`src/rtl/gx4000_cpr_loader.sv`:
```
// GX4000/Plus .CPR loader: walks the RIFF "AMS!" container from the download
// stream and turns each cbNN chunk into byte writes for one cartridge bank.
module gx4000_cpr_loader #(
    parameter int NUM_BANKS  = 32,
    parameter int BANK_BYTES = 16384,
    localparam int BANK_W    = $clog2(NUM_BANKS),
    localparam int OFF_W     = $clog2(BANK_BYTES)
) (
    input  logic                    clk_sys,
    input  logic                    reset,
    input  logic                    file_load,
    input  logic                    file_wr,
    input  logic [24:0]             file_addr,
    input  logic [7:0]              file_data,
    output logic                    file_wait,
    output logic                    mem_req,
    output logic [BANK_W+OFF_W-1:0] mem_addr,
    output logic [7:0]              mem_data,
    input  logic                    mem_ack,
    output logic [NUM_BANKS-1:0]    bank_valid,
    output logic                    load_busy,
    output logic                    load_done,
    output logic                    load_error
);
    typedef enum logic [2:0] {
        IDLE, RIFF_HDR, CHUNK_HDR, CHUNK_DATA, SKIP, PAD, ERROR
    } state_t;

    state_t state, next_state;

    logic              load_q, load_rise, load_fall;
    logic              parsing, wr_seen, addr_ok, byte_acc, byte_bad, fall_err;
    logic [24:0]       exp_addr;
    logic [3:0]        hdr_cnt;
    logic [3:0][7:0]   id_b;
    logic [2:0][7:0]   size_b;
    logic [31:0]       remaining, size_full;
    logic              odd_size;
    logic [BANK_W-1:0] bank;
    logic [OFF_W:0]    offset;
    logic [7:0]        dig_hi, dig_lo, bank_num;
    logic              riff_ok, cart_id;

    assign load_rise = file_load & ~load_q;
    assign load_fall = ~file_load & load_q;
    assign parsing   = (state != IDLE) && (state != ERROR);
    assign wr_seen   = file_wr & file_load & parsing;
    assign addr_ok   = (file_addr == exp_addr);
    // A strobe while a write is outstanding is a protocol violation, never data.
    assign byte_acc  = wr_seen & ~file_wait & addr_ok;
    assign byte_bad  = wr_seen & (file_wait | ~addr_ok);

    assign size_full = {file_data, size_b[2], size_b[1], size_b[0]};
    assign dig_hi    = id_b[2] - 8'h30;
    assign dig_lo    = id_b[3] - 8'h30;
    assign bank_num  = dig_hi * 8'd10 + dig_lo;
    assign cart_id   = (id_b[0] == 8'h63) && (id_b[1] == 8'h62) &&
                       (dig_hi < 8'd10) && (dig_lo < 8'd10) &&
                       ({24'd0, bank_num} < 32'(NUM_BANKS));

    always_comb begin
        riff_ok = 1'b1;
        case (hdr_cnt)
            4'd0:    riff_ok = (file_data == 8'h52);
            4'd1:    riff_ok = (file_data == 8'h49);
            4'd2:    riff_ok = (file_data == 8'h46);
            4'd3:    riff_ok = (file_data == 8'h46);
            4'd8:    riff_ok = (file_data == 8'h41);
            4'd9:    riff_ok = (file_data == 8'h4D);
            4'd10:   riff_ok = (file_data == 8'h53);
            4'd11:   riff_ok = (file_data == 8'h21);
            default: riff_ok = 1'b1;
        endcase
    end

    always_ff @(posedge clk_sys) begin
        if (reset) state <= IDLE;
        else       state <= next_state;
    end

    always_comb begin
        next_state = state;
        fall_err   = 1'b0;
        if (load_fall) begin
            if (state != IDLE) next_state = IDLE;
            fall_err = parsing && !(state == CHUNK_HDR && hdr_cnt == 4'd0);
        end else begin
            case (state)
                IDLE: if (load_rise) next_state = RIFF_HDR;
                ERROR: next_state = ERROR;
                default: begin
                    if (byte_bad) begin
                        next_state = ERROR;
                    end else if (byte_acc) begin
                        case (state)
                            RIFF_HDR: begin
                                if (!riff_ok)               next_state = ERROR;
                                else if (hdr_cnt == 4'd11)  next_state = CHUNK_HDR;
                            end
                            CHUNK_HDR: begin
                                if (hdr_cnt == 4'd7) begin
                                    if (size_full == 32'd0) next_state = CHUNK_HDR;
                                    else if (cart_id)       next_state = CHUNK_DATA;
                                    else                    next_state = SKIP;
                                end
                            end
                            CHUNK_DATA, SKIP: begin
                                if (remaining == 32'd1) next_state = odd_size ? PAD : CHUNK_HDR;
                            end
                            PAD: next_state = CHUNK_HDR;
                            default: next_state = state;
                        endcase
                    end
                end
            endcase
        end
    end

    always_comb begin
        load_busy = parsing;
        file_wait = mem_req;
    end

    always_ff @(posedge clk_sys) begin
        if (reset) begin
            load_q     <= 1'b1;   // a download already in flight must fall before it can restart
            exp_addr   <= '0;
            hdr_cnt    <= '0;
            id_b       <= '0;
            size_b     <= '0;
            remaining  <= '0;
            odd_size   <= 1'b0;
            bank       <= '0;
            offset     <= '0;
            mem_req    <= 1'b0;
            mem_addr   <= '0;
            mem_data   <= '0;
            bank_valid <= '0;
            load_done  <= 1'b0;
            load_error <= 1'b0;
        end else begin
            load_q    <= file_load;
            load_done <= load_fall && (state != IDLE);

            if (mem_req && mem_ack) begin
                mem_req <= 1'b0;
                if (mem_addr[OFF_W-1:0] == '0)
                    bank_valid[mem_addr[BANK_W+OFF_W-1 -: BANK_W]] <= 1'b1;
            end

            if (state == IDLE && load_rise) begin
                bank_valid <= '0;
                load_error <= 1'b0;
                exp_addr   <= '0;
                hdr_cnt    <= '0;
            end

            if (fall_err || (next_state == ERROR && state != ERROR))
                load_error <= 1'b1;

            if (byte_acc) begin
                exp_addr <= exp_addr + 25'd1;
                case (state)
                    RIFF_HDR: hdr_cnt <= (hdr_cnt == 4'd11) ? 4'd0 : hdr_cnt + 4'd1;
                    CHUNK_HDR: begin
                        hdr_cnt <= (hdr_cnt == 4'd7) ? 4'd0 : hdr_cnt + 4'd1;
                        if (hdr_cnt < 4'd4) begin
                            id_b[hdr_cnt[1:0]] <= file_data;
                        end else if (hdr_cnt < 4'd7) begin
                            size_b[hdr_cnt[1:0]] <= file_data;
                        end else begin
                            remaining <= size_full;
                            odd_size  <= size_full[0];
                            bank      <= bank_num[BANK_W-1:0];
                            offset    <= '0;
                        end
                    end
                    CHUNK_DATA: begin
                        remaining <= remaining - 32'd1;
                        // Bytes past the bank end are swallowed silently.
                        if (offset < (OFF_W+1)'(BANK_BYTES)) begin
                            mem_req  <= 1'b1;
                            mem_addr <= {bank, offset[OFF_W-1:0]};
                            mem_data <= file_data;
                            offset   <= offset + 1'b1;
                        end
                    end
                    SKIP: remaining <= remaining - 32'd1;
                    default: ;
                endcase
            end
        end
    end
endmodule
```
`config.mk`:
```
export PLATFORM = sky130hd
export DESIGN_NAME = gx4000_cpr_loader
export DESIGN_NICKNAME = d
export VERILOG_FILES = /design/src/rtl/gx4000_cpr_loader.sv
export SDC_FILE = /design/constraint.sdc
export NUM_CORES = 1
export LEC_CHECK = 0
export ABC_AREA = 1
export CORE_MARGIN = 3
export CORE_UTILIZATION = 26
export DETAILED_ROUTE_END_ITERATION = 8
export PLACE_DENSITY_LB_ADDON = 0.12
export SETUP_SLACK_MARGIN = 0.1
export SLEW_MARGIN = 20
export SYNTH_ARGS = -nofsm -noshare
export SYNTH_HDL_FRONTEND = slang
export SYNTH_SLANG_ARGS = --single-unit
```
`constraint.sdc`:
```
create_clock -name clk_sys -period 3.4 [get_ports clk_sys]
set_input_delay 0.34 -clock clk_sys [delete_from_list [all_inputs] [get_ports clk_sys]]
set_output_delay 0.34 -clock clk_sys [all_outputs]
set_load 0.02 [all_outputs]
```
==> impl_metrics.ini, run 1 <==
[die]
row_count = 75
die_w_um = 213
io_pins = 102
initial_core_util = 0.265
fp.dieH_um = 213
design.core.area_um2 = 42200
dieArea_um2 = 45500

[clock_network]
cts_tree = yes
cts_made_buffers = 26
cts_sinks = 204
hold_buffers = 0
path_clk_slew_ns = 0.06
cts.path.max_buffers = 3
cts_root_buf = clkbuf_16
worstSkewPairLatency_ns = 0.55
cts_htree_levels = 1

[worst_setup_path]
slowest_stage = fa_1
end_kind = register
critPathMaxStageDelay_ns = 0.37
path_class = reg2reg
path_common_cell = nand2_1
cp-start-kind = register
cp.required_ns = 3.80
cp_max_fo = 4
worstPathArrival_ns = 3.47
path_cells = ha_1 -> ha_2 -> fa_1 -> xor2_1 -> ha_1 -> nand2_1 -> nor2_1 -> nand2_1 -> o211ai_1 -> inv_1 -> nand3_1 -> nand2_1 -> nor2_2 -> nand2_1 -> nand2_1 -> nand3_1 -> a21oi_2 -> nor2_1 -> nand2_1 -> a21oi_1

[drt]
detail_route.first_pass.iterations = 5
routed_wl_mm = 35.7
drtIter0Drc = 555
routedWlPerCell_um = 15.4
vias = 10847
vias_per_cell = 4.67
ant_nets = 0
drc_errors = 0

[timing]
rsz0062_at_grt = false
final-hold-violation-count = 0
clock_skew_ns = 0.0206
fin_crit_ns = 3.08
setup_violations = 0
tightest_slew_ns = 0.859
slew_headroom = 0.428
clock.fmax_ghz = 0.325
finalCritPeriodShare = 0.905
slew_viol_final = 0
setup_tns_ns = 0

[yosys]
synthXorXnorAreaFrac = 0.0235
syn_nets = 1739
synth_cell_type_count = 51
synth_edf_count = 0
avgSynthCellArea_um2 = 6.68
yosys_register_bits = 204
synth_top_family_by_area = simple AND/OR/NAND/NOR gates
netlist_area_um2 = 11200
synth.mux.area_fraction = 0
yosys_most_used_dff = dfxtp_1
synthSimpleGateAreaFrac = 0.279
seq_area_frac_synth = 0.365
synthAdderAreaFrac = 0.0316
async_flop_share = 0
yosys_warnings = 0
synth-compound-area-share = 0.188
synth_cells = 1674

[finish]
antenna_cells = 0
area_growth_syn_to_layout_pct = 22.1
drive_above_1_share = 0.0666
nets = 1833

[run]
cap_violations = 0

[pwr]
p_per_area_nw_per_um2 = 397
p_int_mw = 4.15
combPwrFrac = 0.047
peakVddDrop_mv = 0.379
seq_power_share = 0.442
leakage_nw = 5.34
sw_frac_of_total = 0.233
p_sw_mw = 1.26
report.power.total_mw = 5.42
clkPwrFrac = 0.510

[global_route]
grt_pass1_vias = 10522
grt_max_degree = 66
track_usage = 0.155
antenna_found_initial = 0
grt_pass1_wl_mm = 57.0
overflow = 0

[placed_design]
routabilityCongestion = 0.847
dpl.hpwl_mm = 26.5
io_buffers = 101

[min_path]
worst_hold_path_type = in2reg

[status]
outcome = completed
cells in the mapped netlist (all sizes together) (2+ instances only):
library cell  instances  share of area
nor3                 49          0.026
a21oi               200          0.090
inv                 253          0.085
or2                   8         0.0045
a31oi                 5         0.0028
nand4                35          0.020
clkinv                3         0.0010
buf                  20          0.013
nor4                  5         0.0028
nor2                179          0.065
a221oi                2         0.0016
clkbuf               40          0.013
a211oi               29          0.021
o31ai                 2         0.0013
fa                    2         0.0036
o211ai                6         0.0040
o21ai               137          0.062
nand3b                5         0.0034
nand3               112          0.051
dfxtp               204           0.37
nand2               310           0.11
xor2                 19          0.015
o2111ai               2         0.0016
xnor2                11         0.0086
ha                   25          0.028
sequential cells by signal, indices dropped and copies added, names as in the netlist:
register / flops
bank: 5
bank_valid: 32
exp_addr: 25
file_wait: 1
hdr_cnt: 4
id_b: 32
load_done: 1
load_error: 1
load_q: 1
mem_addr: 19
mem_data: 8
odd_size: 1
offset: 15
remaining: 32
size_b: 24
state: 3
critical path: cells and delay by family, from the launching register on:
family	cells	cell delay, ns
DFF	1	0.34
buffers and inverters	1	0.10
AOI/OAI and AO/OA	3	0.32
xor gates and xnor gates	1	0.18
adders and majority gates	4	1.19
and+or+nand+nor	11	0.77
cells by family after synthesis:
logic type	count (synthesis)
adders and majority gates	27
xor gates and xnor gates	30
DFF	204
AOI/OAI and AO/OA	390
buffers and inverters	316
and+or+nand+nor	707
power groups by stage:
stage | combinational, mW | clock [mW] | sequential (mW)
after floorplan | 0.129 | 0 | 2.45
after global placement | 0.260 | 0 | 2.45
after detailed placement | 0.259 | 0 | 2.45
after CTS | 0.260 | 2.86 | 2.40
after global routing | 0.283 | 2.94 | 2.40
final | 0.257 | 2.77 | 2.40
timing repair:
item | 4_1_cts | 5_1_grt
setup endpoints to repair | 0 | 2
gates resized for setup | 0 | 6
setup buffers | 0 | 2
per-layer routing:
layer | global-route usage | up-vias | wire length, µm
met1 | 0.216 | 4958 | 17700
met3 | 0.0196 | 36 | 1160
met5 | 0 | - | 0
met2 | 0.260 | 158 | 16300
li1 | - | 5695 | -
met4 | 0.0321 | 0 | 517
placed cells by master, fill, tap and decap left out, types with 7 or more instances in the layout:
cell type          n
clkbuf_8           9
inv_1            242
nand2_1          307
dfxtp_1          202
nand3_1          110
o21ai_0          134
xor2_1            19
clkbuf_16         26
a211oi_1          26
nor2_1           168
xnor2_1           11
a21oi_1          199
nor3_1            42
inv_2             11
nand4_1           35
buf_4             24
or2_2              7
ha_1              23
clkdlybuf4s50_1  100
metrics by stage:
step / util / instance area, µm² / std cells / setup WS [ns] / hold WS, ns
4_1_cts: 0.322 / 13600 / 2323 / 0.204 / 0.188
5_1_grt: 0.323 / 13700 / 2325 / 0.0963 / 0.228
3_3_place_gp: 0.302 / 12800 / 2277 / 0.216 / 0.440
3_5_place_dp: 0.302 / 12800 / 2277 / 0.208 / 0.443
6_report: 0.323 / 13700 / 2325 / 0.323 / 0.223
2_1_floorplan: - / 11200 / 1674 / 0.523 / 0.430
area by class of cell:
type	instances	area, µm²
Clock buffer	40	793
Clock inverter	6	66.3
Fill cell	4670	28600
Inverter	256	961
Multi-Input combinational cell	1154	5870
Sequential cell	204	4090
Tap cell	539	674
Timing Repair Buffer	126	1210
final timing paths:
| path | end | cells past startpoint | slack (ns) | start |
|---|---|---|---|---|
| setup reg to reg | load_error$_SDFFE_PP0P_ | 20 | 0.32 | id_b[17]$_SDFFE_PP0P_ |
| hold / removal | exp_addr[9]$_SDFFE_PP0P_ | 4 | 0.22 | reset |
| setup / recovery | load_error$_SDFFE_PP0P_ | 20 | 0.32 | id_b[17]$_SDFFE_PP0P_ |
| hold reg to reg | bank_valid[16]$_SDFFE_PP0P_ | 2 | 0.45 | bank_valid[16]$_SDFFE_PP0P_ |
Power figures use the tool's default switching activity.
==> run 2, diff against run 1 <==
==> constraint.sdc (replaced) <==
create_clock -name clk_sys -period 3.4 [get_ports clk_sys]
set_input_delay 0.34 -clock clk_sys [delete_from_list [all_inputs] [get_ports clk_sys]]
set_output_delay 0.34 -clock clk_sys [all_outputs]
set_load 0.05 [all_outputs]
==> impl_metrics.ini, run 2 (synthesis results as in run 1) <==
[status]
outcome = completed

[worst_setup_path]
worstPathArrival_ns = 3.43
path_common_cell = nand2_1
cp_max_fo = 4
end_kind = register
cp-start-kind = register
slowest_stage = dfxtp_1
critPathMaxStageDelay_ns = 0.39
path_class = reg2reg
rrSetupSlack_ns = 0.35
worst-path-buf-inv = 1
path_cells = ha_1 -> ha_1 -> ha_4 -> xor2_1 -> ha_1 -> nand2_1 -> nor2_1 -> nand2_1 -> o211ai_1 -> inv_1 -> nand3_1 -> nand2_1 -> nor2_2 -> nand2_1 -> nand2_1 -> nand3_1 -> a21oi_2 -> nor2_1 -> nand2_1 -> a21oi_1
cp.required_ns = 3.78
crit_family = adder cells

[pwr]
seq_power_share = 0.433
leakage_nw = 5.36
peakVddDrop_mv = 0.298
combPwrFrac = 0.047
clkPwrFrac = 0.519
p_int_mw = 4.24
sw_frac_of_total = 0.233
p_sw_mw = 1.29
p_per_area_nw_per_um2 = 404

[clock_network]
worstSkewPairLatency_ns = 0.54
cts_root_buf = clkbuf_16
path_clk_slew_ns = 0.06
cts_tree = yes
cts_sinks = 204
cts_made_buffers = 26
cts.path.max_buffers = 3
hold_buffers = 0
cts_htree_levels = 1

[finish]
seq_area_um2 = 4090
mostFrequentLayoutCell = nand2_1
fin_area_um2 = 13700
nets = 1834
multi_input_area_um2 = 5870
n_fill_cell = 4645
mostFrequentLayoutCells = nand2_1 (307), inv_1 (242), dfxtp_1 (202), a21oi_1 (199), nor2_1 (168)
antenna_cells = 0
top_regs = bank_valid: 32 flops, id_b: 32 flops, remaining: 32 flops
area_growth_syn_to_layout_pct = 22.5
drive_above_1_share = 0.0699

[drt]
drtIter0Drc = 597
vias_per_cell = 4.67
routedWlPerCell_um = 15.5
vias = 10878
detail_route.first_pass.iterations = 7
drc_errors = 0
ant_nets = 0
routed_wl_mm = 36.0

[die]
fp.dieH_um = 213
io_pins = 102
row_count = 75
die_w_um = 213
initial_core_util = 0.265
design.core.area_um2 = 42200
dieArea_um2 = 45500

[timing]
slew_viol_final = 0
fin_crit_ns = 3.05
tightest_slew_ns = 0.848
slew_headroom = 0.435
finalCritPeriodShare = 0.897
clock_skew_ns = 0.0112
setup_violations = 0
final-hold-violation-count = 0
clock.fmax_ghz = 0.328
rsz0062_at_grt = false
setup_tns_ns = 0

[placed_design]
place_area_um2 = 12800
io_buffers = 101
dpl.hpwl_mm = 26.5
routabilityCongestion = 0.847

[min_path]
worst_hold_path_type = in2reg

[global_route]
grt_pass1_vias = 10263
overflow = 0
grt_pass1_wl_mm = 56.9
grt_max_degree = 66
antenna_found_initial = 0
track_usage = 0.155

[run]
cap_violations = 0
-- run 2: final timing paths --
path                                endpoint                        from  cells past startpoint
hold / removal      exp_addr[9]$_SDFFE_PP0P_                       reset                      4
hold reg to reg   bank_valid[4]$_SDFFE_PP0P_  bank_valid[4]$_SDFFE_PP0P_                      2
setup reg to reg     load_error$_SDFFE_PP0P_       id_b[21]$_SDFFE_PP0P_                     20
setup / recovery     load_error$_SDFFE_PP0P_       id_b[21]$_SDFFE_PP0P_                     20
-- run 2: power by group through the flow --
stage	registers, mW	logic (mW)	clock network [mW]
CTS	2.40	0.265	2.96
detailed placement	2.45	0.264	0
finish	2.40	0.262	2.87
floorplan	2.45	0.131	0
global placement	2.45	0.265	0
global route	2.40	0.288	3.05
-- run 2: area by class of cell --
| class | count | area share |
|---|---|---|
| multi-input cells | 1154 | 0.429 |
| flip-flops and latches | 204 | 0.298 |
| repair buffers | 127 | 0.0886 |
| inverters | 256 | 0.0702 |
| clock buffers | 33 | 0.0539 |
| well taps | 539 | 0.0492 |
| clock inverters | 14 | 0.0111 |
-- run 2: worst reg2reg max path, stage by stage, from the launching register on --
cell and delay (ns):
dfxtp_1 0.39, ha_1 0.26, ha_1 0.31, ha_4 0.27, xor2_1 0.15, ha_1 0.32
nand2_1 0.07, nor2_1 0.09, nand2_1 0.05, o211ai_1 0.11, inv_1 0.11, nand3_1 0.09
nand2_1 0.06, nor2_2 0.09, nand2_1 0.06, nand2_1 0.06, nand3_1 0.08, a21oi_2 0.17
nor2_1 0.05, nand2_1 0.06, a21oi_1 0.05
-- run 2: repair_timing --
action                                  CTS  global route
endpoints found under the setup margin    0             2
resized for setup                         0             7
buffers inserted                          0             2
-- run 2: metal layers --
layer | vias up | wire length [µm] | track usage
li1 | 5687 | - | -
met1 | 4952 | 17600 | 0.217
met2 | 198 | 16400 | 0.256
met3 | 41 | 1390 | 0.0200
met4 | 0 | 611 | 0.0351
met5 | - | 0 | 0
-- run 2: through the flow --
step	hold WS, ns	util	cells	power, mW	worst slack (ns)
after floorplan	0.430	-	1674	2.58	0.523
after global placement	0.440	0.302	2278	2.71	0.216
after detailed placement	0.443	0.302	2278	2.71	0.211
after CTS	0.194	0.323	2325	5.63	0.206
after global routing	0.238	0.324	2327	5.73	0.122
final	0.232	0.324	2327	5.53	0.349
